**src/rtl/regfile_2r1w.sv**
```systemverilog
// regfile_2r1w: parametrised register file with two registered read ports
// and one write port. After reset, a clear sequencer writes zero into every
// entry. Until that sequence finishes, busy is high, external writes are
// ignored and both read ports return zero.
//
// Build option REGFILE_BYPASS_EN:
//   defined     - write-first. A read of the entry being written in the same
//                 cycle returns the new data.
//   not defined - read-first. A read of the entry being written in the same
//                 cycle returns the old contents.
//
// state    | meaning
// ---------+-------------------------------------------------------------
// ST_CLEAR | zero entry r_clr_idx each cycle, busy=1, reads forced to 0
// ST_RUN   | normal read/write traffic, busy=0

module regfile_2r1w #(
    parameter int DATA_W   = 32,
    parameter int ADDR_W   = 2,
    parameter int ZERO_REG = 1
) (
    input  logic              clk,
    input  logic              rst,
    input  logic [ADDR_W-1:0] rs1,
    input  logic [ADDR_W-1:0] rs2,
    input  logic              wr,
    input  logic [ADDR_W-1:0] wa,
    input  logic [DATA_W-1:0] wd,
    output logic [DATA_W-1:0] read1,
    output logic [DATA_W-1:0] read2,
    output logic              busy
);

    localparam int DEPTH = 2 ** ADDR_W;

    typedef enum logic {
        ST_CLEAR = 1'b0,
        ST_RUN   = 1'b1
    } state_t;

    state_t            r_state;
    state_t            w_next_state;
    logic [ADDR_W-1:0] r_clr_idx;
    logic [DATA_W-1:0] r_mem [DEPTH];
    logic [DATA_W-1:0] r_read1;
    logic [DATA_W-1:0] r_read2;

    logic              w_clr_we;
    logic              w_busy;
    logic              w_ext_we;
    logic [DATA_W-1:0] w_rd1;
    logic [DATA_W-1:0] w_rd2;

    // State register and clear counter; rst always restarts the clear sequence.
    always_ff @(posedge clk) begin
        if (rst) begin
            r_state   <= ST_CLEAR;
            r_clr_idx <= '0;
        end else begin
            r_state <= w_next_state;
            if (r_state == ST_CLEAR) begin
                r_clr_idx <= r_clr_idx + ADDR_W'(1);
            end
        end
    end

    // Next-state logic and the clear write strobe.
    always_comb begin
        w_next_state = r_state;
        w_clr_we     = 1'b0;
        w_busy       = 1'b0;
        case (r_state)
            ST_CLEAR: begin
                w_busy   = 1'b1;
                w_clr_we = 1'b1;
                if (r_clr_idx == ADDR_W'(DEPTH - 1)) begin
                    w_next_state = ST_RUN;
                end
            end
            ST_RUN: begin
                w_next_state = ST_RUN;
            end
            default: begin
                w_next_state = ST_CLEAR;
            end
        endcase
    end

    // An external write is accepted only in RUN, and never into a protected entry 0.
    always_comb begin
        w_ext_we = wr && (r_state == ST_RUN);
        if ((ZERO_REG != 0) && (wa == '0)) begin
            w_ext_we = 1'b0;
        end
    end

    // Select the read data for each port: stored value, optional forwarding, then the zero rule.
    always_comb begin
        w_rd1 = r_mem[rs1];
        w_rd2 = r_mem[rs2];
`ifdef REGFILE_BYPASS_EN
        if (w_ext_we && (wa == rs1)) begin
            w_rd1 = wd;
        end
        if (w_ext_we && (wa == rs2)) begin
            w_rd2 = wd;
        end
`endif
        if ((ZERO_REG != 0) && (rs1 == '0)) begin
            w_rd1 = '0;
        end
        if ((ZERO_REG != 0) && (rs2 == '0)) begin
            w_rd2 = '0;
        end
    end

    // Storage update. rst itself leaves the contents alone; the clear sequence zeroes them.
    always_ff @(posedge clk) begin
        if (!rst) begin
            if (w_clr_we) begin
                r_mem[r_clr_idx] <= '0;
            end else if (w_ext_we) begin
                r_mem[wa] <= wd;
            end
        end
    end

    // Registered read ports; held at zero during reset and clear.
    always_ff @(posedge clk) begin
        if (rst || (r_state != ST_RUN)) begin
            r_read1 <= '0;
            r_read2 <= '0;
        end else begin
            r_read1 <= w_rd1;
            r_read2 <= w_rd2;
        end
    end

    assign read1 = r_read1;
    assign read2 = r_read2;
    assign busy  = w_busy;

endmodule
```
**config.mk**
```make
export PLATFORM = sky130hd
export DESIGN_NAME = regfile_2r1w
export DESIGN_NICKNAME = d
export VERILOG_FILES = /design/src/rtl/regfile_2r1w.sv
export SDC_FILE = /design/constraint.sdc
export NUM_CORES = 1
export LEC_CHECK = 0
export BUFFER_PORTS_ARGS = -buffer_cell sky130_fd_sc_hd__buf_2
export CAP_MARGIN = 5
export CORE_ASPECT_RATIO = 0.6
export CORE_MARGIN = 2
export CORE_UTILIZATION = 55
export DETAILED_ROUTE_END_ITERATION = 8
export PLACE_DENSITY = 0.79
export SETUP_SLACK_MARGIN = 0.3
export SLEW_MARGIN = 10
export SYNTH_ARGS = -nofsm -noshare
export SYNTH_HDL_FRONTEND = slang
export SYNTH_SLANG_ARGS = --single-unit
```
**constraint.sdc**
```tcl
create_clock -name clk -period 3.56 [get_ports clk]
set_clock_uncertainty 0.1 [all_clocks]
set_input_delay 0.178 -clock clk [delete_from_list [all_inputs] [get_ports clk]]
set_output_delay 0.178 -clock clk [all_outputs]
set_load 0.01 [all_outputs]
```
==> impl_results.md <==
- Outcome: finished, final reports clean
- HPWL reported at the end of detailed placement: 7457 um
- DRC Markers: 0
- Hold crit path type: in2reg
- Layout Nets: a little over 600
- Total Power: ~4.3 mW
- Sequential cell area fraction in the yosys report: 66.98%
- Synth cell count leaders: edfxtp_1, nor2_1, dfxtp_1
- Power per cell area: roughly 560 mW/mm2
- Area leader, netlist: edfxtp_1
- Sequential cell area: 0.004224 mm2
- Reg2Reg Launch Point: r_state
- CTS tree: done
- Clock transition at the registers of the reported paths: roughly 70 ps
- First-pass detailed-route iteration total: 5
- WS Path Type: reg2reg
- Die span in x: about 140 um
- Footprint of the multi-input gates: between 0.0015 and 0.002 mm2
- Buffers added on ports: about 110
- CP required: 3500 ps
- Critical path launch point: r_state
- Syn avg cell area: roughly 14 um2
- CP endpoint kind: flop
- Final min period: around 2500 ps
- Top cells by area, synth: edfxtp_1, dfxtp_1, mux2_2
- CP Launch Type: flop
- Vias in the first global route: approximately 4000
- CTS Buf Count: 17
- Final wirelength: 13430 um
- Final GP Congestion: between 0.7 and 0.8
- CTS H-tree lvls: 4
- Antenna violations before repair: 0
- Num ports: around 110
- Die Ht: slightly below 90 um
- Layout area overhead: 22.22%
- Leakage: around 3.0 nW
- Vias per cell: about 5.6
- Worst-skew pair later-pin latency: about 420 ps
- Clock Sinks: about 160
- CP Max Fanout: 32
- Gr usage total: 22.70%
- # Max-Cap Violations: 0
- Number of flops mapped to enable cells by yosys: 96
- Final period util: about 70%
- Max-slew violation count: 0
- Row count: 30
- Post-synthesis net count: between 400 and 500
- Max Freq: a little over 400 MHz
- ANT cells: 0
- Worst-margin pin slew: around 1100 ps
- WL/cell: about 18 um
- Starting Density: between 50% and 60%
- Crit path capture: r_mem[2][19]
- Clock tree buffer depth: 2
- Max IR drop VDD: 0.3458 mV
- CTS Root Cell: clkbuf_16
- Number of routed nets with antenna violations: 0
- Share of layout cells above drive strength 1: between 30% and 40%
- Setup_tns: 0 ps
- GR Overflow Total: 0
- DR iter-0 viols: between 200 and 300
- Count leader, synth: edfxtp_1
- Cells on worst reg2reg path: 3
- Yosys top cell area share: 45.71%
- RSZ-0062 raised after global routing: no
- Die Area: 0.01237 mm2
- Synth Warn #: 0
- Reg-to-reg setup timing slack: approximately 1100 ps
- CP Data Arrival Time: ~2400 ps
- Post-CTS Resized: 0
- # setup viols final: 0
- Slew headroom: ~29%
- Global-route wire length before repair: between 20000 and 25000 um
- Largest net degree at the start of global routing: between 60 and 70
- Worst r2r dst: r_mem[2][19]
- Synth Flop Type: edfxtp_1
- Worst hold slack: around 20 ps
- Fillers: about 760
- Cell count after synthesis: roughly 450
- Synth cell types: 30
- #FFs+latches synth: between 150 and 200
- Via count: a little over 4000
- Endpoints failing hold: 0
- Synthesized area: between 0.006 and 0.007 mm2
- Ys async rst share: 0%
- Core ar.: ~0.011 mm2
==> cell type report <==
type / instances / share of cell area (%)
clock buffers: 20 / 6.347
clock inverters: 12 / 1.185
inverters: 1 / 0.04870
multi-input cells: 250 / 24.43
flip-flops and latches: 163 / 54.81
well taps: 144 / 2.338
repair buffers: 137 / 10.84
==> placed cells by master (no fill, tap or decap), drive strengths merged <==
| cell type | Yosys | routed |
|---|---|---|
| buf | 25 | 109 |
| edfxtp | 96 | 96 |
| nor2 | 69 | 69 |
| dfxtp | 67 | 67 |
| mux2 | 64 | 64 |
| a22oi | 62 | 62 |
| and2 | 33 | 33 |
| dlygate4sd3 | 0 | 28 |
| clkbuf | 8 | 20 |
| inv | 1 | 6 |
| clkinv | 0 | 5 |
| a21oi | 4 | 4 |
| nor2b | 3 | 3 |
| and4b | 2 | 2 |
| nand2 | 2 | 2 |
| nand3b | 2 | 2 |
| clkinvlp | 0 | 2 |
| nand2b | 2 | 2 |
| nor3b | 1 | 1 |
| nand4b | 1 | 1 |
| o21bai | 1 | 1 |
| nand3 | 1 | 1 |
| mux2i | 1 | 1 |
| xor2 | 1 | 1 |
| ha | 1 | 1 |
==> sequential cells by signal, indices dropped and copies added, names as in the netlist <==
name	cells
r_state	1
r_clr_idx	2
read2	32
r_mem	96
read1	32
==> kinds of logic (layout without fill, tap and decap cells) <==
group	count (synthesis)	after routing	synth area share (%)
xor gates and xnor gates	1	1	0.1389
adders and majority gates	1	1	0.1984
AOI/OAI and AO/OA	67	67	8.135
buffers and inverters	34	170	3.571
muxes	65	65	11.71
and+or+nand+nor	116	116	9.266
DFF	163	163	66.98
==> power by group <==
part	total, mW	leakage (nW)	internal [mW]	switching [mW]
combinational	0.374	1.33	0.164	0.210
sequential	2.15	1.41	2.11	0.0491
clock	1.76	0.284	1.00	0.758
total	4.29	3.02	3.27	1.02
==> how the worst min path moves through the flow <==
stage / startpoint / end / depth (start not counted) / slack (ps)
after floorplan: rst / r_clr_idx[0] / 1 / 150
after global placement: rst / r_state / 2 / 320
after detailed placement: rst / r_clr_idx[0] / 2 / 340
after CTS: wd[8] / r_mem[3][8] / 2 / 4
after global routing: wd[8] / r_mem[3][8] / 2 / 30
final: wd[8] / r_mem[3][8] / 2 / 20
==> repair_timing <==
action                                 CTS  global route
setup buffers                            0             0
hold buffers                            28             0
endpoints found under the hold margin   84             0
==> metrics by stage <==
stage | setup WS [ps] | instances | util [%] | area, um2
floorplan | 803.7 | 447 | - | 6306
global placement | 1166 | 667 | 61.00 | 6847
detailed placement | 1083 | 667 | 61.00 | 6847
CTS | 1081 | 727 | 68.67 | 7707
global route | 979.2 | 727 | 68.67 | 7707
finish | 1077 | 727 | 68.67 | 7707
==> layer usage <==
layer | part of all wire (%) | GRT usage (%) | vias up
met5 | 0 | 0 | -
met4 | 1.3 | 8.273 | 0
met3 | 7.6 | 5.992 | 15
met2 | 46 | 35.79 | 184
met1 | 45 | 30.79 | 1976
li1 | - | - | 1876
==> critical path: stages, from the launching register on <==
cell and delay [ps]:
dfxtp_1 570, nand4b_1 160, a21oi_1 430, and2_2 840
Power figures use the tool's default switching activity.
